**src/rtl/idu_pkg.sv**
```systemverilog
// Shared decode types for the instruction decode unit: opcodes, ALU codes,
// immediate formats and the decoded bundle held in the output/skid registers.
package idu_pkg;

   localparam logic [6:0] OPC_LUI    = 7'b0110111;
   localparam logic [6:0] OPC_AUIPC  = 7'b0010111;
   localparam logic [6:0] OPC_JAL    = 7'b1101111;
   localparam logic [6:0] OPC_JALR   = 7'b1100111;
   localparam logic [6:0] OPC_BRANCH = 7'b1100011;
   localparam logic [6:0] OPC_LOAD   = 7'b0000011;
   localparam logic [6:0] OPC_STORE  = 7'b0100011;
   localparam logic [6:0] OPC_OPIMM  = 7'b0010011;
   localparam logic [6:0] OPC_OP     = 7'b0110011;
   localparam logic [6:0] OPC_FENCE  = 7'b0001111;
   localparam logic [6:0] OPC_SYSTEM = 7'b1110011;

   localparam logic [31:0] INST_EBREAK = 32'h0010_0073;

   localparam logic [3:0] ALU_ADD    = 4'd0;
   localparam logic [3:0] ALU_SUB    = 4'd1;
   localparam logic [3:0] ALU_SLL    = 4'd2;
   localparam logic [3:0] ALU_SLT    = 4'd3;
   localparam logic [3:0] ALU_SLTU   = 4'd4;
   localparam logic [3:0] ALU_XOR    = 4'd5;
   localparam logic [3:0] ALU_SRL    = 4'd6;
   localparam logic [3:0] ALU_SRA    = 4'd7;
   localparam logic [3:0] ALU_OR     = 4'd8;
   localparam logic [3:0] ALU_AND    = 4'd9;
   localparam logic [3:0] ALU_PASS_B = 4'd10;

   typedef enum logic [2:0] {
      IMM_N, IMM_I, IMM_S, IMM_B, IMM_U, IMM_J
   } imm_fmt_t;

   typedef struct packed {
      logic [31:0] pc;
      logic [4:0]  rs1;
      logic [4:0]  rs2;
      logic [4:0]  rd;
      logic [31:0] imm;
      logic [3:0]  alu_op;
      logic        src1_pc;
      logic        src2_imm;
      logic        rd_wen;
      logic        mem_ren;
      logic        mem_wen;
      logic [2:0]  mem_size;
      logic        branch;
      logic [2:0]  br_cond;
      logic        jump;
      logic        ebreak;
      logic        illegal;
   } bundle_t;

   // alt selects SUB/SRA (instruction bit 30)
   function automatic logic [3:0] alu_of(logic [2:0] f3, logic alt);
      logic [3:0] op;
      unique case (f3)
         3'd0:    op = alt ? ALU_SUB : ALU_ADD;
         3'd1:    op = ALU_SLL;
         3'd2:    op = ALU_SLT;
         3'd3:    op = ALU_SLTU;
         3'd4:    op = ALU_XOR;
         3'd5:    op = alt ? ALU_SRA : ALU_SRL;
         3'd6:    op = ALU_OR;
         default: op = ALU_AND;
      endcase
      return op;
   endfunction

   function automatic logic [31:0] imm_of(logic [31:0] i, imm_fmt_t f);
      logic [31:0] v;
      unique case (f)
         IMM_I:   v = {{20{i[31]}}, i[31:20]};
         IMM_S:   v = {{20{i[31]}}, i[31:25], i[11:7]};
         IMM_B:   v = {{19{i[31]}}, i[31], i[7], i[30:25], i[11:8], 1'b0};
         IMM_U:   v = {i[31:12], 12'h000};
         IMM_J:   v = {{11{i[31]}}, i[31], i[19:12], i[20], i[30:21], 1'b0};
         default: v = 32'h0;
      endcase
      return v;
   endfunction

endpackage

```
**src/rtl/idu_if.sv**
```systemverilog
// Fetch-side and execute-side handshake bundle of the decode unit.
// slave = decode unit, master = fetch/execute environment.
interface idu_if;
   logic [31:0] inst;
   logic [31:0] inst_pc;
   logic        ifu_valid;
   logic        idu_ready;
   logic        exu_ready;
   logic        exu_valid;
   logic [31:0] exu_pc;
   logic [4:0]  exu_rs1;
   logic [4:0]  exu_rs2;
   logic [4:0]  exu_rd;
   logic [31:0] exu_imm;
   logic [3:0]  exu_alu_op;
   logic        exu_src1_pc;
   logic        exu_src2_imm;
   logic        exu_rd_wen;
   logic        exu_mem_ren;
   logic        exu_mem_wen;
   logic [2:0]  exu_mem_size;
   logic        exu_branch;
   logic [2:0]  exu_br_cond;
   logic        exu_jump;
   logic        exu_ebreak;
   logic        exu_illegal;

   modport slave (
      input  inst, inst_pc, ifu_valid, exu_ready,
      output idu_ready, exu_valid, exu_pc, exu_rs1, exu_rs2, exu_rd,
      output exu_imm, exu_alu_op, exu_src1_pc, exu_src2_imm, exu_rd_wen,
      output exu_mem_ren, exu_mem_wen, exu_mem_size, exu_branch,
      output exu_br_cond, exu_jump, exu_ebreak, exu_illegal
   );

   modport master (
      output inst, inst_pc, ifu_valid, exu_ready,
      input  idu_ready, exu_valid, exu_pc, exu_rs1, exu_rs2, exu_rd,
      input  exu_imm, exu_alu_op, exu_src1_pc, exu_src2_imm, exu_rd_wen,
      input  exu_mem_ren, exu_mem_wen, exu_mem_size, exu_branch,
      input  exu_br_cond, exu_jump, exu_ebreak, exu_illegal
   );
endinterface

```
**src/rtl/idu_decode.sv**
```systemverilog
// Combinational RV32I decoder: instruction word + PC to decoded bundle.
// IDU_RV32E_EN: register indices >= 16 in used fields are illegal.
module idu_decode
   import idu_pkg::*;
(
   input  logic [31:0] inst,
   input  logic [31:0] pc,
   output bundle_t     dec
);
   logic [6:0] opc;
   logic [2:0] f3;
   logic [6:0] f7;
   imm_fmt_t   fmt;
   logic [3:0] alu;
   logic       use_rd, bad, regs_bad, ill;
   logic       pc_a, imm_b, ld, st, br, jmp, brk;

   assign opc = inst[6:0];
   assign f3  = inst[14:12];
   assign f7  = inst[31:25];

   always_comb begin
      fmt    = IMM_N;
      alu    = ALU_ADD;
      use_rd = 1'b0;
      bad    = 1'b0;
      pc_a   = 1'b0;
      imm_b  = 1'b0;
      ld     = 1'b0;
      st     = 1'b0;
      br     = 1'b0;
      jmp    = 1'b0;
      brk    = 1'b0;
      unique case (opc)
         OPC_LUI: begin
            fmt = IMM_U; alu = ALU_PASS_B; use_rd = 1'b1; imm_b = 1'b1;
         end
         OPC_AUIPC: begin
            fmt = IMM_U; use_rd = 1'b1; pc_a = 1'b1; imm_b = 1'b1;
         end
         OPC_JAL: begin
            fmt = IMM_J; use_rd = 1'b1; pc_a = 1'b1; imm_b = 1'b1; jmp = 1'b1;
         end
         OPC_JALR: begin
            fmt = IMM_I; use_rd = 1'b1; pc_a = 1'b1; imm_b = 1'b1; jmp = 1'b1;
            bad = f3 != 3'd0;
         end
         OPC_BRANCH: begin
            fmt = IMM_B; alu = ALU_SUB; br = 1'b1;
            bad = f3[2:1] == 2'b01;
         end
         OPC_LOAD: begin
            fmt = IMM_I; use_rd = 1'b1; imm_b = 1'b1; ld = 1'b1;
            bad = (f3 == 3'd3) | (f3[2] & f3[1]);
         end
         OPC_STORE: begin
            fmt = IMM_S; imm_b = 1'b1; st = 1'b1;
            bad = f3[2] | (f3[1] & f3[0]);
         end
         OPC_OPIMM: begin
            fmt = IMM_I; use_rd = 1'b1; imm_b = 1'b1;
            alu = alu_of(f3, (f3 == 3'd5) & inst[30]);
            bad = ((f3 == 3'd1) & (f7 != 7'h00)) |
                  ((f3 == 3'd5) & ({f7[6], f7[4:0]} != 6'h00));
         end
         OPC_OP: begin
            use_rd = 1'b1;
            alu = alu_of(f3, inst[30]);
            bad = (f7 != 7'h00) &
                  !((f7 == 7'h20) & ((f3 == 3'd0) | (f3 == 3'd5)));
         end
         OPC_FENCE:  bad = f3 != 3'd0;
         OPC_SYSTEM: begin
            brk = inst == INST_EBREAK;
            bad = !brk;
         end
         default: bad = 1'b1;
      endcase
   end

`ifdef IDU_RV32E_EN
   logic use_rs1, use_rs2;
   assign use_rs1 = opc inside {OPC_JALR, OPC_LOAD, OPC_OPIMM,
                                OPC_STORE, OPC_BRANCH, OPC_OP};
   assign use_rs2 = opc inside {OPC_STORE, OPC_BRANCH, OPC_OP};
   assign regs_bad = (use_rs1 & inst[19]) | (use_rs2 & inst[24]) |
                     (use_rd & inst[11]);
`else
   assign regs_bad = 1'b0;
`endif

   assign ill = bad | regs_bad;

   always_comb begin
      dec          = '0;
      dec.pc       = pc;
      dec.rs1      = inst[19:15];
      dec.rs2      = inst[24:20];
      dec.rd       = inst[11:7];
      dec.imm      = imm_of(inst, fmt);
      dec.alu_op   = alu;
      dec.src1_pc  = pc_a & !ill;
      dec.src2_imm = imm_b & !ill;
      dec.rd_wen   = use_rd & (inst[11:7] != 5'd0) & !ill;
      dec.mem_ren  = ld & !ill;
      dec.mem_wen  = st & !ill;
      dec.mem_size = (ld | st) ? f3 : 3'd0;
      dec.branch   = br & !ill;
      dec.br_cond  = br ? f3 : 3'd0;
      dec.jump     = jmp & !ill;
      dec.ebreak   = brk & !ill;
      dec.illegal  = ill;
   end
endmodule

```
**src/rtl/idu.sv**
```systemverilog
// Decode stage top: output register plus one-entry skid buffer.
// Optional build macro IDU_RV32E_EN (see idu_decode).
module idu
   import idu_pkg::*;
(
   input logic  clk,
   input logic  rst,
   input logic  flush,
   idu_if.slave bus
);
   bundle_t dec, out_q, skid_q;
   logic    out_v, skid_v, accept, drain;

   idu_decode u_dec (
      .inst (bus.inst),
      .pc   (bus.inst_pc),
      .dec  (dec)
   );

   assign accept = bus.ifu_valid & ~skid_v;
   assign drain  = out_v & bus.exu_ready;

   // skid is only ever filled while the output register stalls,
   // so a draining skid can never coincide with a new accept
   always_ff @(posedge clk) begin
      if (!rst) begin
         out_v  <= 1'b0;
         skid_v <= 1'b0;
         out_q  <= '0;
         skid_q <= '0;
      end else if (flush) begin
         out_v  <= 1'b0;
         skid_v <= 1'b0;
      end else if (!out_v || drain) begin
         if (skid_v) begin
            out_q  <= skid_q;
            out_v  <= 1'b1;
            skid_v <= 1'b0;
         end else begin
            out_v <= accept;
            if (accept) out_q <= dec;
         end
      end else if (accept) begin
         skid_q <= dec;
         skid_v <= 1'b1;
      end
   end

   assign bus.idu_ready    = ~skid_v;
   assign bus.exu_valid    = out_v;
   assign bus.exu_pc       = out_q.pc;
   assign bus.exu_rs1      = out_q.rs1;
   assign bus.exu_rs2      = out_q.rs2;
   assign bus.exu_rd       = out_q.rd;
   assign bus.exu_imm      = out_q.imm;
   assign bus.exu_alu_op   = out_q.alu_op;
   assign bus.exu_src1_pc  = out_q.src1_pc;
   assign bus.exu_src2_imm = out_q.src2_imm;
   assign bus.exu_rd_wen   = out_q.rd_wen;
   assign bus.exu_mem_ren  = out_q.mem_ren;
   assign bus.exu_mem_wen  = out_q.mem_wen;
   assign bus.exu_mem_size = out_q.mem_size;
   assign bus.exu_branch   = out_q.branch;
   assign bus.exu_br_cond  = out_q.br_cond;
   assign bus.exu_jump     = out_q.jump;
   assign bus.exu_ebreak   = out_q.ebreak;
   assign bus.exu_illegal  = out_q.illegal;
endmodule
```
**src/flat_wrapper.sv**
```systemverilog
// flat-port wrapper written by rule: the top's interface ports become plain ports
module idu_flat import idu_pkg::*;
  (clk, rst, flush, bus_inst, bus_inst_pc, bus_ifu_valid, bus_exu_ready, bus_idu_ready, bus_exu_valid, bus_exu_pc, bus_exu_rs1, bus_exu_rs2, bus_exu_rd, bus_exu_imm, bus_exu_alu_op, bus_exu_src1_pc, bus_exu_src2_imm, bus_exu_rd_wen, bus_exu_mem_ren, bus_exu_mem_wen, bus_exu_mem_size, bus_exu_branch, bus_exu_br_cond, bus_exu_jump, bus_exu_ebreak, bus_exu_illegal);
  idu_if bus_i ();
  input logic clk;
  input logic rst;
  input logic flush;
  input wire logic [$bits(bus_i.inst)-1:0] bus_inst;
  input wire logic [$bits(bus_i.inst_pc)-1:0] bus_inst_pc;
  input wire logic [$bits(bus_i.ifu_valid)-1:0] bus_ifu_valid;
  input wire logic [$bits(bus_i.exu_ready)-1:0] bus_exu_ready;
  output wire logic [$bits(bus_i.idu_ready)-1:0] bus_idu_ready;
  output wire logic [$bits(bus_i.exu_valid)-1:0] bus_exu_valid;
  output wire logic [$bits(bus_i.exu_pc)-1:0] bus_exu_pc;
  output wire logic [$bits(bus_i.exu_rs1)-1:0] bus_exu_rs1;
  output wire logic [$bits(bus_i.exu_rs2)-1:0] bus_exu_rs2;
  output wire logic [$bits(bus_i.exu_rd)-1:0] bus_exu_rd;
  output wire logic [$bits(bus_i.exu_imm)-1:0] bus_exu_imm;
  output wire logic [$bits(bus_i.exu_alu_op)-1:0] bus_exu_alu_op;
  output wire logic [$bits(bus_i.exu_src1_pc)-1:0] bus_exu_src1_pc;
  output wire logic [$bits(bus_i.exu_src2_imm)-1:0] bus_exu_src2_imm;
  output wire logic [$bits(bus_i.exu_rd_wen)-1:0] bus_exu_rd_wen;
  output wire logic [$bits(bus_i.exu_mem_ren)-1:0] bus_exu_mem_ren;
  output wire logic [$bits(bus_i.exu_mem_wen)-1:0] bus_exu_mem_wen;
  output wire logic [$bits(bus_i.exu_mem_size)-1:0] bus_exu_mem_size;
  output wire logic [$bits(bus_i.exu_branch)-1:0] bus_exu_branch;
  output wire logic [$bits(bus_i.exu_br_cond)-1:0] bus_exu_br_cond;
  output wire logic [$bits(bus_i.exu_jump)-1:0] bus_exu_jump;
  output wire logic [$bits(bus_i.exu_ebreak)-1:0] bus_exu_ebreak;
  output wire logic [$bits(bus_i.exu_illegal)-1:0] bus_exu_illegal;
  assign bus_i.inst = bus_inst;
  assign bus_i.inst_pc = bus_inst_pc;
  assign bus_i.ifu_valid = bus_ifu_valid;
  assign bus_i.exu_ready = bus_exu_ready;
  assign bus_idu_ready = bus_i.idu_ready;
  assign bus_exu_valid = bus_i.exu_valid;
  assign bus_exu_pc = bus_i.exu_pc;
  assign bus_exu_rs1 = bus_i.exu_rs1;
  assign bus_exu_rs2 = bus_i.exu_rs2;
  assign bus_exu_rd = bus_i.exu_rd;
  assign bus_exu_imm = bus_i.exu_imm;
  assign bus_exu_alu_op = bus_i.exu_alu_op;
  assign bus_exu_src1_pc = bus_i.exu_src1_pc;
  assign bus_exu_src2_imm = bus_i.exu_src2_imm;
  assign bus_exu_rd_wen = bus_i.exu_rd_wen;
  assign bus_exu_mem_ren = bus_i.exu_mem_ren;
  assign bus_exu_mem_wen = bus_i.exu_mem_wen;
  assign bus_exu_mem_size = bus_i.exu_mem_size;
  assign bus_exu_branch = bus_i.exu_branch;
  assign bus_exu_br_cond = bus_i.exu_br_cond;
  assign bus_exu_jump = bus_i.exu_jump;
  assign bus_exu_ebreak = bus_i.exu_ebreak;
  assign bus_exu_illegal = bus_i.exu_illegal;
  idu u_core (.clk(clk), .rst(rst), .flush(flush), .bus(bus_i));
endmodule
```
**config.mk**
```make
export PLATFORM = sky130hd
export DESIGN_NAME = idu_flat
export DESIGN_NICKNAME = d
export VERILOG_FILES = /design/src/rtl/idu_pkg.sv /design/src/rtl/idu_if.sv /design/src/rtl/idu_decode.sv /design/src/rtl/idu.sv /design/src/flat_wrapper.sv
export SDC_FILE = /design/constraint.sdc
export NUM_CORES = 1
export LEC_CHECK = 0
export CORE_ASPECT_RATIO = 2
export CORE_MARGIN = 3
export CORE_UTILIZATION = 48
export CTS_BUF_LIST = sky130_fd_sc_hd__clkbuf_8
export CTS_CLUSTER_DIAMETER = 60
export DETAILED_ROUTE_END_ITERATION = 10
export PLACE_DENSITY_LB_ADDON = 0.08
export SYNTH_ARGS = -nofsm -noshare
export SYNTH_HDL_FRONTEND = slang
export SYNTH_SLANG_ARGS = --single-unit
```
**constraint.sdc**
```tcl
create_clock -name clk -period 1.9 [get_ports clk]
set_input_delay 0.285 -clock clk [delete_from_list [all_inputs] [get_ports clk]]
set_output_delay 0.285 -clock clk [all_outputs]
set_load 0.005 [all_outputs]
```
# --- Word level (Yosys, flattened, before mapping) ---
# Cells that the tools add are included.
totals:
  word_cells: 134
  register_bits: 198
  output_inout_bits: 100
  in_bits: 69
classes:
  eq_ne: 25
  n_reduce_logical: 23
  bitwise_logic: 27
  mux: 23
ops:
  columns: ["cell", "n"]
  rows:
  - ["two-way mux 98 bit", 2]
  - ["case mux 32 bit (5 select lines)", 1]
  - ["case mux 4 bit (7 select lines)", 2]
  - ["equality test 32 x 21 -> 1 bit (second input constant)", 1]
  - ["equality test 7 x 6 -> 1 bit (second input constant)", 4]
  - ["equality test 7 bit (second input constant)", 4]
  - ["AND 1 bit", 18]
  - ["case mux 4 bit (4 select lines)", 1]
  - ["equality test 3 bit (second input constant)", 5]
  - ["case mux 3 bit (5 select lines)", 1]
  - ["equality test 7 x 5 -> 1 bit (second input constant)", 2]
  - ["OR reduction 7 bit", 2]
  - ["two-way mux 1 bit", 13]
  - ["equality test 3 x 2 -> 1 bit (second input constant)", 4]
  - ["OR reduction 3 bit", 4]
  - ["case mux 1 bit (8 select lines)", 1]
  - ["OR reduction 2 bit", 4]
  - ["equality test 7 x 2 -> 1 bit (second input constant)", 1]
  - ["equality test 7 x 4 -> 1 bit (second input constant)", 1]
  - ["nonzero test 7 bit", 1]
  - ["equality test 3 x 1 -> 1 bit (second input constant)", 2]
  - ["two-way mux 3 bit", 2]
  - ["AND reduction 3 bit", 2]
  - ["nonzero test 6 bit", 1]
  - ["9 further kinds", 19]

# --- Logic depth before layout (Yosys ltp) ---
# Gate-level depths: netlist of the first run.
logic_depth:
  depth_word: 10
  ltp_mapped: 9
  ltp_nobuf: 6

# --- Hierarchy ---
# A second synthesis of the first run with hierarchy kept.
hier_totals:
  cells_unflattened: 1090
  area_unflattened_um2: 10033.4
by_module_without_submodules:
  columns: ["module", "n_inst", "cells_per_inst", "seq_area_each_um2", "area_each_um2"]
  rows:
  - ["idu", 1, 883, 3963.8, 8599.5]
  - ["idu_decode", 1, 207, 0.0, 1433.9]

# --- Worst setup path before layout of the first run ---
# Ideal clock, no wire load.
synth_timing:
  kind: "input-to-reg"
  start: "input port bus_inst[3]"
  end: "register u_core.skid_q[11] (netlist name)"
  path_stages: 8
  t_required_ns: 1.784
  slack_ns: 0.036
  t_arrival_ns: 1.748
  setup_time_ns: 0.116
  n_path_buf: 2
  cell_sequence: "buf_4 -> and4bb_1 -> buf_6 -> nand2b_2 -> o32ai_2 -> a211oi_4 -> and2_4 -> a41o_1"
synth_via:
  elab_chain_cells: 5
  word_cells_on_any_way: 19
  cone_classes: "eq/ne: 12; mux: 2; bitwise: 1; reduce/logical: 4"
synth_rtl:
  columns: ["element", "line", "rtl"]
  rows:
  - ["start: declaration", "flat_wrapper.sv:8", "input wire logic [$bits(bus_i.inst)-1:0] bus_inst;"]
  - ["equality test 32 x 21 -> 1 bit (tied with other cells)", "idu_decode.sv:74", "brk = inst == INST_EBREAK;"]
  - ["logical NOT 1 bit (tied with other cells)", "idu_decode.sv:75", "bad = !brk;"]
  - ["case mux 1 bit (8 select lines)", "idu_decode.sv:34", "unique case (opc)"]
  - ["logical NOT 1 bit", "idu_decode.sv:105", "dec.mem_ren = ld & !ill;"]
  - ["AND 1 bit *", "idu_decode.sv:105", null]
  - ["end signal: assignment", "idu.sv:30", "skid_q <= '0;"]
  - ["end signal: assignment", "idu.sv:44", "skid_q <= dec;"]
  - ["end: declaration", "idu.sv:11", "bundle_t dec, out_q, skid_q;"]
# Every way passes the cells marked *; elsewhere a longest branch is shown, timed or not.
# A chain may end at the register's enable or synchronous reset.

# --- Final worst setup path of the first run ---
layout_timing:
  start: "input port bus_inst[20]"
  end: "register u_core.out_q, in the netlist u_core.bus.exu_mem_ren"
layout_via:
  elab_chain_cells: 7
layout_rtl:
  columns: ["element", "line", "rtl"]
  rows:
  - ["equality test 32 x 21 -> 1 bit", "idu_decode.sv:74", null]
  - ["logical NOT 1 bit", "idu_decode.sv:75", null]
  - ["case mux 1 bit (8 select lines)", "idu_decode.sv:34", null]
  - ["logical NOT 1 bit", "idu_decode.sv:105", null]
  - ["AND 1 bit", "idu_decode.sv:105", null]
  - ["two-way mux 98 bit", "idu.sv:41", "if (accept) out_q <= dec;"]
  - ["two-way mux 98 bit", "idu.sv:35", "if (skid_v) begin"]
  - ["end signal: assignment", "idu.sv:36", "out_q <= skid_q;"]
  - ["end: declaration", "idu.sv:11", null]
# Every way passes these cells. The select of a mux whose other input is x is not followed.

==> metrics.json, run 1 <==
{
  "run_status": {
    "outcome": "finished clean"
  },
  "worst_setup_path": {
    "worst_setup_path_start_kind": "primary input",
    "crit_type": "in2reg",
    "cp.arrival_ns": 2.20,
    "worstPathRequired_ns": 2.26,
    "maximum_fanout_along_the_worst_path": 2,
    "r2r_cells": 6,
    "endpoint_kind_of_the_worst_setup_timing_path": "flip-flop"
  },
  "grt": {
    "globalRouteTotalUtil_pct": 27.2,
    "first_global_vias": 8022,
    "antenna_found_initial": 0,
    "final_global_route_overflow_total": 0,
    "grt_pass1_wl_mm": 41.7,
    "grt_start_max_net_pins": 70
  },
  "cts": {
    "h_tree_levels": 4,
    "insertion_delay_ns": 0.46,
    "clkSlewWorstSetupHoldPaths_ns": 0.09,
    "clock_sink_count": 198,
    "clk_path_buf_depth": 2,
    "clockRootBuffer": "sky130_fd_sc_hd__clkbuf_8",
    "cts-hold-fix-buffers": 0,
    "cts_inserted_buffers": 17,
    "clock_tree_from_tritoncts": "done"
  },
  "logic_synthesis": {
    "number_of_enable_type_register_cells_in_the_synthesized_netlist": 0,
    "avgSynthCellArea_um2": 8.36,
    "synth_top_cell_by_area": "sky130_fd_sc_hd__dfxtp_1",
    "syn-cell-area_um2": 8470,
    "async_reset_ff_share_pct": 0,
    "ys_types": 64,
    "part_of_the_yosys_area_used_for_sequential_elements_pct": 46.8,
    "postSynth.topFlopCell": "sky130_fd_sc_hd__dfxtp_1",
    "synth.net_count": 1082,
    "synth.top_cells.by_area": "sky130_fd_sc_hd__dfxtp_1, sky130_fd_sc_hd__nand2_1, sky130_fd_sc_hd__a21oi_1, sky130_fd_sc_hd__mux2i_1, sky130_fd_sc_hd__a211oi_1",
    "netlist.area_leader.share_pct": 46.8,
    "total_number_of_yosys_warnings": 0,
    "ys_seq_elements": 198,
    "syn-instance-count": 1013
  },
  "sta": {
    "slew_limit_fails": 0,
    "slew_headroom_pct": 58.7,
    "final.min_clock_period_ns": 1.84,
    "timing.fmax_ghz": 0.542,
    "final.hold.worst_slack_ns": 0.203,
    "grt_setup_unrepaired": "no",
    "clock-skew-final_ns": 0.0110,
    "max_slew.worst_pin.slew_ns": 0.620,
    "setup_viol": 0,
    "fin_crit_sh_pct": 97.1,
    "number_of_hold_slack_violations_in_the_final_timing_report": 0
  },
  "pwr": {
    "power_internal_w": 0.00584,
    "p_leak_nw": 4.28,
    "comb_power_share_pct": 14.3,
    "clock_power_share_pct": 30.9,
    "p_switching_w": 0.00208,
    "finalPower_w": 0.00791,
    "power.share.switching_pct": 26.3,
    "power.sequential.fraction_pct": 54.8,
    "power.density_nw_per_um2": 679,
    "worst_ir_drop_vdd_v": 0.000506
  },
  "final_layout": {
    "post_route_cells_drive_above_1_share_pct": 15.2,
    "design.final.nets": 1311,
    "n_fill_cell": 1507,
    "diodes_inserted": 0,
    "post_layout_nonfiller_instances": 1464,
    "syn_to_final_growth_pct": 37.5
  },
  "placed_design": {
    "place.detailed.instances": 1430,
    "port_buffers": 168,
    "globalplace.congestion": 0.901,
    "hpwl_mm": 19.2
  },
  "die": {
    "initial_core_util_pct": 49.1,
    "dieWidth_um": 99.9,
    "die-area_um2": 19400,
    "die_h_um": 194,
    "fp-row-count": 68,
    "io_pins": 169,
    "placeableCoreArea_um2": 17300
  },
  "drt": {
    "via_count": 8274,
    "drt-vias-per-instance": 5.65,
    "wirelength_mm": 26.7,
    "wl_per_cell_um": 18.2,
    "drt-initial-drc-count": 458,
    "postRouteAntennaNets": 0,
    "firstDrtPassIters": 5,
    "remaining_drc_errors": 0
  },
  "hold_path": {
    "min_delay_path_depth": 3,
    "hold_path.class": "in2reg"
  },
  "run": {
    "maxCapViolCount": 0
  }
}
[cells in the mapped netlist, drive strengths merged, types with 2 or more instances]
cell	count
a211oi	56
a21o	11
a21oi	106
a221oi	36
a22oi	5
a311oi	3
a31oi	5
a41o	3
and2	3
and3	5
and4b	2
buf	14
clkbuf	76
dfxtp	198
inv	16
mux2i	52
nand2	171
nand2b	7
nand3	31
nand3b	2
nand4	9
nand4b	4
nor2	98
nor2b	3
nor3	14
nor4	3
o211ai	3
o21a	3
o21ai	52
o311ai	2
or3	3
or3b	2
[stage by stage]
stage                     instance area (um2)  setup slack [ns]  TNS [ns]  util, %
after global placement                  11200            -0.579    -44.77     64.7
final                                   11700            0.0552         0     67.5
after detailed placement                11200            -0.643    -48.64     64.7
after global routing                    11700           0.00330         0     67.5
after floorplan                          8470            0.0360         0        -
after CTS                               11500           0.00875         0     66.9
[cell families after synthesis]
logic type,share of synthesized area [%]
XOR/XNOR,0.103
buffers and inverters,4.99
multiplexers,6.14
AO/OA/AOI/OAI,22.9
flip-flops,46.8
AND/OR/NAND/NOR,19.0
[layout make-up]
cell class	instances	area, um2	area share [%]
Inverter	16	62.6	0.537
Multi-Input combinational cell	710	4180	35.9
Clock inverter	12	82.6	0.709
Sequential cell	198	3970	34.0
Timing Repair Buffer	299	2840	24.3
Tap cell	210	263	2.25
Clock buffer	19	262	2.24
[cell usage in the layout, fill, tap and decap left out, drive strengths merged, types with 11 or more instances in the layout]
cell type      netlist  final
nand3               31     31
nand2              171    171
a211oi              56     56
a221oi              36     36
clkbuf              76     19
buf                 14    131
a21o                11     11
o21ai               52     52
nor3                14     14
a21oi              106    106
inv                 16     21
dfxtp              198    198
nor2                98     98
mux2i               52     52
clkdlybuf4s50        0    155
[critical path, cell delays in order]
cell and delay [ns]:
sky130_fd_sc_hd__clkdlybuf4s50_1 0.50, sky130_fd_sc_hd__nor4b_2 0.20, sky130_fd_sc_hd__buf_4 0.15, sky130_fd_sc_hd__nand4_1 0.09
sky130_fd_sc_hd__or3_4 0.36, sky130_fd_sc_hd__a41oi_2 0.24, sky130_fd_sc_hd__nand4_2 0.16, sky130_fd_sc_hd__o41ai_2 0.22
[registers in the layout, indices dropped and copies added, names as in the netlist]
register / cells
u_core.bus.exu_alu_op: 4
u_core.bus.exu_br_cond: 3
u_core.bus.exu_branch: 1
u_core.bus.exu_ebreak: 1
u_core.bus.exu_illegal: 1
u_core.bus.exu_imm: 32
u_core.bus.exu_jump: 1
u_core.bus.exu_mem_ren: 1
u_core.bus.exu_mem_size: 3
u_core.bus.exu_mem_wen: 1
u_core.bus.exu_pc: 32
u_core.bus.exu_rd: 5
u_core.bus.exu_rd_wen: 1
u_core.bus.exu_rs1: 5
u_core.bus.exu_rs2: 5
u_core.bus.exu_src1_pc: 1
u_core.bus.exu_src2_imm: 1
u_core.bus.exu_valid: 1
u_core.skid_q: 98
u_core.skid_v: 1
[power by group through the flow]
| stage | sequential, W | combinational, W | clock (W) |
|---|---|---|---|
| after detailed placement | 0.00443 | 0.00112 | 0 |
| final | 0.00433 | 0.00113 | 0.00245 |
| after global placement | 0.00443 | 0.00112 | 0 |
| after CTS | 0.00433 | 0.00113 | 0.00253 |
| after global routing | 0.00435 | 0.00123 | 0.00266 |
| after floorplan | 0.00443 | 0.000410 | 0 |
[final timing paths]
kind / startpoint / end / slack (ns)
max: bus_inst[20] / u_core.bus.exu_mem_ren / 0.06
max reg2reg: u_core.bus.exu_valid / u_core.bus.exu_imm[15] / 0.16
min: bus_inst[17] / u_core.skid_q[63] / 0.20
min reg2reg: u_core.skid_q[67] / u_core.skid_q[67] / 0.46
[repair_timing]
item / 4_1_cts / 5_1_grt
cloned: 0 / 1
endpoints found under the setup margin: 17 / 29
setup buffers: 1 / 1
pin swaps: 1 / 7
gates resized for setup: 7 / 22
[layer usage]
metal,up-vias,GRT usage (%),wire [um]
li1,4053,-,-
met1,3914,30.0,9900
met2,244,48.3,14200
met3,63,3.96,1170
met4,0,15.9,1400
met5,-,0,0
Power figures use the tool's default switching activity.
==> run 2: changes to the inputs <==
Settings changed: CORE_UTILIZATION 48 to 38, CTS_CLUSTER_SIZE set to 16.
==> metrics.json, run 2 (synthesis results as in run 1) <==
{
  "hold_path": {
    "timing.hold.worst.start": "bus_inst_pc[2]",
    "min_to": "u_core.skid_q[68]",
    "min_delay_path_depth": {"value": 3, "change": "unchanged"},
    "hold_path.class": "in2reg"
  },
  "worst_setup_path": {
    "path_cells": "clkdlybuf4s50_1 -> nor4_2 -> buf_4 -> nand2_1 -> or3_4 -> a41oi_2 -> nand4_2 -> a22o_1",
    "r2r_start": "u_core.bus.exu_valid",
    "cp.arrival": {"value": 2.27, "unit": "ns", "change": "+0.07 ns"},
    "end_of_the_worst_register_to_register_path": "u_core.bus.exu_rd_wen",
    "crit_path_max_incr_delay": {"value": 0.46, "unit": "ns", "change": "-0.04 ns"},
    "worstPathRequired": {"value": 2.31, "unit": "ns", "change": "+0.05 ns"},
    "critPathLaunch": "bus_inst[27]",
    "r2r_setup_slack": {"value": 0.20, "unit": "ns", "change": "+0.04 ns"},
    "worst_setup_path_start_kind": "primary input",
    "worst_path_max_delay_cell": "sky130_fd_sc_hd__clkdlybuf4s50_1",
    "maximum_fanout_along_the_worst_path": {"value": 3, "change": "+1"},
    "crit_type": "in2reg",
    "r2r_cells": {"value": 6, "change": "unchanged"},
    "endpoint_kind_of_the_worst_setup_timing_path": "flip-flop"
  },
  "grt": {
    "first_global_vias": {"value": 7852, "change": "-2.1%"},
    "grt_pass1_wl": {"value": 43.9, "unit": "mm", "change": "+5.1%"},
    "antenna_found_initial": {"value": 1, "change": "+1"},
    "final_global_route_overflow_total": {"value": 0, "change": "unchanged"},
    "grt_start_max_net_pins": {"value": 49, "change": "-30%"},
    "globalRouteTotalUtil": {"value": 23.0, "unit": "%", "change": "-4.2 points"}
  },
  "sta": {
    "clock-skew-final": {"value": 0.00719, "unit": "ns", "change": "-0.00380 ns"},
    "slew_limit_fails": {"value": 0, "change": "unchanged"},
    "max_slew.worst_pin.slew": {"value": 0.524, "unit": "ns", "change": "-0.0963 ns"},
    "timing.fmax": {"value": 0.537, "unit": "GHz", "change": "-0.89%"},
    "slew_headroom": {"value": 65.1, "unit": "%", "change": "+6.4 points"},
    "final.min_clock_period": {"value": 1.86, "unit": "ns", "change": "+0.0166 ns"},
    "number_of_hold_slack_violations_in_the_final_timing_report": {"value": 0, "change": "unchanged"},
    "final.hold.worst_slack": {"value": 0.350, "unit": "ns", "change": "+0.147 ns"},
    "fin_crit_sh": {"value": 98.0, "unit": "%", "change": "+0.87 points"},
    "setup_viol": {"value": 0, "change": "unchanged"},
    "grt_setup_unrepaired": "no"
  },
  "placed_design": {
    "globalplace.congestion": {"value": 0.963, "change": "+7.0%"},
    "port_buffers": {"value": 168, "change": "unchanged"},
    "hpwl": {"value": 20.5, "unit": "mm", "change": "+6.9%"},
    "place.detailed.instances": {"value": 1491, "change": "+4.3%"}
  },
  "die": {
    "die-area": {"value": 24200, "unit": "um2", "change": "+25%"},
    "initial_core_util": {"value": 38.9, "unit": "%", "change": "-10 points"},
    "dieWidth": {"value": 112, "unit": "um", "change": "+12%"},
    "placeableCoreArea": {"value": 21800, "unit": "um2", "change": "+26%"},
    "die_h": {"value": 217, "unit": "um", "change": "+12%"},
    "io_pins": {"value": 169, "change": "unchanged"},
    "fp-row-count": {"value": 76, "change": "+12%"}
  },
  "final_layout": {
    "largest_register_ff_count": {"value": 98, "change": "unchanged"},
    "final_common_cell": "sky130_fd_sc_hd__dfxtp_1",
    "post_layout_nonfiller_instances": {"value": 1523, "change": "+4.0%"},
    "ff_latch_area": {"value": 3970, "unit": "um2", "change": "unchanged"},
    "n_fill_cell": {"value": 2070, "change": "+37%"},
    "syn_to_final_growth_pct": 38.9,
    "final_core_util": {"value": 54.0, "unit": "%", "change": "-13 points"},
    "design.final.nets": {"value": 1307, "change": "-0.31%"},
    "diodes_inserted": {"value": 0, "change": "unchanged"},
    "final_cell_mix": "sky130_fd_sc_hd__dfxtp_1, sky130_fd_sc_hd__nand2_1, sky130_fd_sc_hd__clkdlybuf4s50_1",
    "post_route_cells_drive_above_1_share": {"value": 14.8, "unit": "%", "change": "-0.43 points"},
    "area_of_combinational_cells_with_multiple_inputs": {"value": 4130, "unit": "um2", "change": "-1.2%"},
    "registers.top_by_ff_count": "u_core.skid_q"
  },
  "cts": {
    "cts-hold-fix-buffers": {"value": 0, "change": "unchanged"},
    "clk_path_buf_depth": {"value": 2, "change": "unchanged"},
    "h_tree_levels": {"value": 4, "change": "unchanged"},
    "insertion_delay": {"value": 0.50, "unit": "ns", "change": "+0.04 ns"},
    "clkSlewWorstSetupHoldPaths": {"value": 0.10, "unit": "ns", "change": "about the same"},
    "clockRootBuffer": "sky130_fd_sc_hd__clkbuf_8",
    "cts_inserted_buffers": {"value": 17, "change": "unchanged"},
    "clock_tree_from_tritoncts": "done",
    "clock_sink_count": {"value": 198, "change": "unchanged"}
  },
  "drt": {
    "remaining_drc_errors": {"value": 0, "change": "unchanged"},
    "wl_per_cell": {"value": 18.4, "unit": "um", "change": "+0.86%"},
    "firstDrtPassIters": {"value": 4, "change": "-1"},
    "postRouteAntennaNets": {"value": 0, "change": "unchanged"},
    "wirelength": {"value": 28.0, "unit": "mm", "change": "+4.9%"},
    "via_count": {"value": 8172, "change": "-1.2%"},
    "drt-initial-drc-count": {"value": 564, "change": "+23%"},
    "drt-vias-per-instance": {"value": 5.37, "change": "-5.1%"}
  },
  "run_status": {
    "outcome": "finished clean"
  },
  "pwr": {
    "p_leak": {"value": 4.23, "unit": "nW", "change": "-1.2%"},
    "worst_ir_drop_vdd": {"value": 0.000664, "unit": "V", "change": "+31%"},
    "power.density": {"value": 704, "unit": "nW/um2", "change": "+3.6%"},
    "finalPower": {"value": 0.00828, "unit": "W", "change": "+4.7%"}
  },
  "run": {
    "maxCapViolCount": {"value": 0, "change": "unchanged"}
  }
}
-- run 2: changes by cell type in the layout (fill, tap and decap cells not counted), sizes merged, moves of 2 or more --
cell / before / now
bufinv: 0 / 2
clkdlybuf4s50: 155 / 165
dlymetal6s2s: 10 / 3
buf: 131 / 128
dlygate4sd2: 3 / 0
-- run 2: power breakdown --
part	internal [W]	leakage, nW	switching (W)
clock network	0.00127	0.203	0.00153
logic	0.000604	2.42	0.000539
registers	0.00427	1.61	0.0000625
total	0.00615	4.23	0.00214
-- run 2: area by class of cell --
class	instances	area share [%]
repair buffers	296	24.4
inverters	16	0.532
multi-input cells	709	35.1
clock buffers	20	2.34
clock inverters	11	1.05
flip-flops and latches	198	33.7
well taps	273	2.90
-- run 2: critical path, delay by kind of cell --
family / cells / cell delay [ns]
buf+inv: 2 / 0.63
compound gates: 2 / 0.39
simple gates: 4 / 0.97
-- run 2: how the worst max path moves through the flow --
stage	to	slack (ns)	cells past startpoint
final	u_core.bus.exu_illegal	0.04	8
after global routing	u_core.bus.exu_ebreak	0.009	8
after CTS	bus_idu_ready	0.007	3
after detailed placement	u_core.bus.exu_illegal	-0.69	8
after global placement	u_core.bus.exu_illegal	-0.66	8
after floorplan	u_core.skid_q[11]	0.04	8
-- run 2: metrics by stage --
stage          TNS (ns)  cell area, um2  worst slack (ns)
3_3_place_gp     -50.21           11300            -0.656
5_1_grt               0           11800           0.00936
2_1_floorplan         0            8470            0.0360
3_5_place_dp     -54.07           11300            -0.694
4_1_cts               0           11700           0.00658
6_report              0           11800            0.0386
-- run 2: what timing repair did --
action,in CTS,in global routing
resized for setup,3,7
pin swaps,1,3
endpoints found under the setup margin,11,36
setup buffers,1,0
endpoints found under the hold margin,0,0
-- run 2: routing by layer --
| layer | share of wire (%) | vias up | GRT usage [%] |
|---|---|---|---|
| li1 | - | 4043 | - |
| met1 | 38 | 3878 | 25.2 |
| met2 | 54 | 195 | 42.9 |
| met3 | 3.3 | 54 | 3.84 |
| met4 | 3.9 | 2 | 10.6 |
| met5 | 0.043 | - | 0 |
==> run 3: changes to the inputs <==
Settings changed: GPL_ROUTABILITY_DRIVEN set to 0.
==> metrics.json, run 3 (synthesis results as in run 1) <==
{
  "die": {
    "placeableCoreArea": {"value": 21800, "unit": "um2", "change": "unchanged"},
    "die_h": {"value": 217, "unit": "um", "change": "unchanged"},
    "io_pins": {"value": 169, "change": "unchanged"},
    "initial_core_util": {"value": 38.9, "unit": "%", "change": "unchanged"},
    "dieWidth": {"value": 112, "unit": "um", "change": "unchanged"},
    "fp-row-count": {"value": 76, "change": "unchanged"},
    "die-area": {"value": 24200, "unit": "um2", "change": "unchanged"}
  },
  "cts": {
    "insertion_delay": {"value": 0.50, "unit": "ns", "change": "about the same"},
    "clockRootBuffer": "sky130_fd_sc_hd__clkbuf_8",
    "clock_tree_from_tritoncts": "done",
    "clk_path_buf_depth": {"value": 2, "change": "unchanged"},
    "cts_inserted_buffers": {"value": 17, "change": "unchanged"},
    "cts-hold-fix-buffers": {"value": 0, "change": "unchanged"},
    "h_tree_levels": {"value": 4, "change": "unchanged"},
    "clock_sink_count": {"value": 198, "change": "unchanged"},
    "clkSlewWorstSetupHoldPaths": {"value": 0.11, "unit": "ns", "change": "about the same"}
  },
  "pwr": {
    "power.share.switching": {"value": 26.3, "unit": "%", "change": "+0.51 points"},
    "p_leak": {"value": 4.22, "unit": "nW", "change": "-0.31%"},
    "worst_ir_drop_vdd": {"value": 0.000457, "unit": "V", "change": "-31%"},
    "clock_power_share": {"value": 33.8, "unit": "%", "change": "about the same"},
    "finalPower": {"value": 0.00827, "unit": "W", "change": "-0.18%"},
    "comb_power_share": {"value": 13.8, "unit": "%", "change": "about the same"},
    "power.sequential.fraction": {"value": 52.4, "unit": "%", "change": "about the same"},
    "power_internal": {"value": 0.00609, "unit": "W", "change": "-0.87%"},
    "p_switching": {"value": 0.00217, "unit": "W", "change": "+1.8%"},
    "power.density": {"value": 702, "unit": "nW/um2", "change": "-0.31%"}
  },
  "sta": {
    "setup_viol": {"value": 0, "change": "unchanged"},
    "grt_setup_unrepaired": "no",
    "max_slew.worst_pin.slew": {"value": 0.541, "unit": "ns", "change": "+0.0170 ns"},
    "timing.setup.tns": {"value": 0, "unit": "ns", "change": "unchanged"},
    "fin_crit_sh": {"value": 98.2, "unit": "%", "change": "+0.23 points"},
    "number_of_hold_slack_violations_in_the_final_timing_report": {"value": 0, "change": "unchanged"},
    "slew_headroom": {"value": 63.9, "unit": "%", "change": "-1.1 points"},
    "clock-skew-final": {"value": 0.0142, "unit": "ns", "change": "+0.00698 ns"},
    "slew_limit_fails": {"value": 0, "change": "unchanged"},
    "timing.fmax": {"value": 0.536, "unit": "GHz", "change": "-0.23%"},
    "final.min_clock_period": {"value": 1.87, "unit": "ns", "change": "+0.00435 ns"}
  },
  "final_layout": {
    "syn_to_final_growth_pct": 39.1,
    "post_route_cells_drive_above_1_share": {"value": 14.5, "unit": "%", "change": "-0.34 points"},
    "n_fill_cell": {"value": 2115, "change": "+2.2%"},
    "final_core_util": {"value": 54.1, "unit": "%", "change": "+0.069 points"},
    "final_common_cell": "sky130_fd_sc_hd__dfxtp_1",
    "largest_register_ff_count": {"value": 98, "change": "unchanged"},
    "registers.top_by_ff_count": "u_core.skid_q",
    "design.final.nets": {"value": 1301, "change": "-0.46%"},
    "final_cell_mix": "sky130_fd_sc_hd__dfxtp_1, sky130_fd_sc_hd__nand2_1, sky130_fd_sc_hd__clkdlybuf4s50_1"
  },
  "grt": {
    "grt_pass1_wl": {"value": 43.4, "unit": "mm", "change": "-1.0%"},
    "antenna_found_initial": {"value": 1, "change": "unchanged"},
    "globalRouteTotalUtil": {"value": 22.8, "unit": "%", "change": "-0.23 points"},
    "grt_start_max_net_pins": {"value": 76, "change": "+55%"},
    "first_global_vias": {"value": 7950, "change": "+1.2%"},
    "final_global_route_overflow_total": {"value": 0, "change": "unchanged"}
  },
  "drt": {
    "wirelength": {"value": 27.5, "unit": "mm", "change": "-1.7%"},
    "via_count": {"value": 8130, "change": "-0.51%"},
    "wl_per_cell": {"value": 18.1, "unit": "um", "change": "-1.4%"},
    "remaining_drc_errors": {"value": 0, "change": "unchanged"},
    "postRouteAntennaNets": {"value": 0, "change": "unchanged"},
    "drt-initial-drc-count": {"value": 494, "change": "-12%"},
    "drt-vias-per-instance": {"value": 5.35, "change": "-0.25%"},
    "firstDrtPassIters": {"value": 5, "change": "+1"}
  },
  "worst_setup_path": {
    "path_depth": {"value": 8, "change": "unchanged"},
    "worst_setup_path_start_kind": "primary input",
    "cp.arrival": {"value": 2.28, "unit": "ns", "change": "about the same"},
    "crit_path_max_incr_delay": {"value": 0.48, "unit": "ns", "change": "+0.02 ns"},
    "crit_path_buffers_inverters": {"value": 2, "change": "unchanged"},
    "r2r_setup_slack": {"value": 0.23, "unit": "ns", "change": "+0.03 ns"},
    "path_cells": "clkdlybuf4s50_1 -> nor4b_2 -> buf_4 -> nand4_1 -> or3_1 -> a41oi_2 -> nand4_2 -> a22o_1",
    "cpLargestDelayFamily": "simple AND/OR/NAND/NOR gates",
    "endpoint_kind_of_the_worst_setup_timing_path": "flip-flop",
    "r2r_cells": {"value": 7, "change": "+1"},
    "maximum_fanout_along_the_worst_path": {"value": 2, "change": "-1"},
    "worst_path_max_delay_cell": "sky130_fd_sc_hd__clkdlybuf4s50_1",
    "worstPathRequired": {"value": 2.31, "unit": "ns", "change": "about the same"},
    "crit_type": "in2reg",
    "r2r_start": "u_core.skid_v",
    "end_of_the_worst_register_to_register_path": "u_core.bus.exu_imm[21]"
  },
  "run": {
    "maxCapViolCount": {"value": 0, "change": "unchanged"}
  },
  "placed_design": {
    "port_buffers": {"value": 168, "change": "unchanged"},
    "hpwl": {"value": 20.0, "unit": "mm", "change": "-2.4%"}
  },
  "hold_path": {
    "hold_path.class": "in2reg",
    "min_delay_path_depth": {"value": 5, "change": "+2"},
    "min_to": "u_core.bus.exu_src2_imm",
    "timing.hold.worst.start": "bus_inst[0]"
  },
  "run_status": {
    "outcome": "finished clean"
  }
}
run 3: cell count changes in the layout (fill, tap and decap cells not counted), moves of 2 or more:
| cell | change |
|---|---|
| sky130_fd_sc_hd__clkbuf_8 | -2 |
| sky130_fd_sc_hd__clkinvlp_4 | +2 |
| sky130_fd_sc_hd__buf_4 | -9 |
| sky130_fd_sc_hd__buf_12 | +4 |
run 3: worst register-to-register path: stages (launching register included):
cell and delay, ns:
sky130_fd_sc_hd__dfxtp_4 0.40, sky130_fd_sc_hd__nor2_1 0.07, sky130_fd_sc_hd__buf_4 0.14, sky130_fd_sc_hd__nor3_4 0.29
sky130_fd_sc_hd__nand2_1 0.17, sky130_fd_sc_hd__buf_12 0.18, sky130_fd_sc_hd__a221oi_1 0.26, sky130_fd_sc_hd__a21o_1 0.12
run 3: power by group through the flow:
stage                     Sequential, W  Clock, W  Combinational [W]
final                           0.00433   0.00279            0.00114
after global routing            0.00435   0.00304            0.00124
after CTS                       0.00433   0.00289            0.00115
after detailed placement        0.00443         0            0.00114
after global placement          0.00443         0            0.00114
after floorplan                 0.00443         0           0.000410
run 3: routing by layer:
metal	share of wire [%]	wire length, um	track usage [%]
met4	5.7	1560	13.9
met2	53	14500	41.3
met3	4.0	1110	3.92
met5	0	0	0
met1	38	10300	24.4
run 3: per-stage QoR:
step | cell area, um2 | setup WS, ns | instances | hold WS (ns)
2_1_floorplan | 8470 | 0.0360 | 1013 | 0.421
3_3_place_gp | 11300 | -0.521 | 1484 | 0.439
3_5_place_dp | 11300 | -0.592 | 1484 | 0.438
4_1_cts | 11700 | 0.0118 | 1517 | 0.312
5_1_grt | 11800 | 0.00189 | 1519 | 0.324
6_report | 11800 | 0.0343 | 1519 | 0.333
run 3: timing repair:
item | in CTS | in global routing
pin swaps | 0 | 3
resized for setup | 2 | 10
endpoints found under the setup margin | 3 | 25
buffers inserted | 1 | 1
run 3: how the worst max path moves through the flow:
stage                 startpoint                      to
global route        bus_inst[31]  u_core.bus.exu_mem_ren
global placement     bus_inst[0]  u_core.bus.exu_src1_pc
floorplan            bus_inst[3]       u_core.skid_q[11]
finish              bus_inst[18]  u_core.bus.exu_illegal
detailed placement   bus_inst[0]  u_core.bus.exu_src1_pc
CTS                  bus_inst[0]  u_core.bus.exu_src1_pc
run 3: area by class of cell:
class	instances	area (um2)	share of cell area, %
Inverter	16	66.3	0.563
Clock inverter	14	151	1.28
Clock buffer	18	248	2.10
Sequential cell	198	3970	33.7
Timing Repair Buffer	290	2870	24.3
Tap cell	273	342	2.90
Antenna cell	1	2.50	0.0212
Multi-Input combinational cell	709	4140	35.1
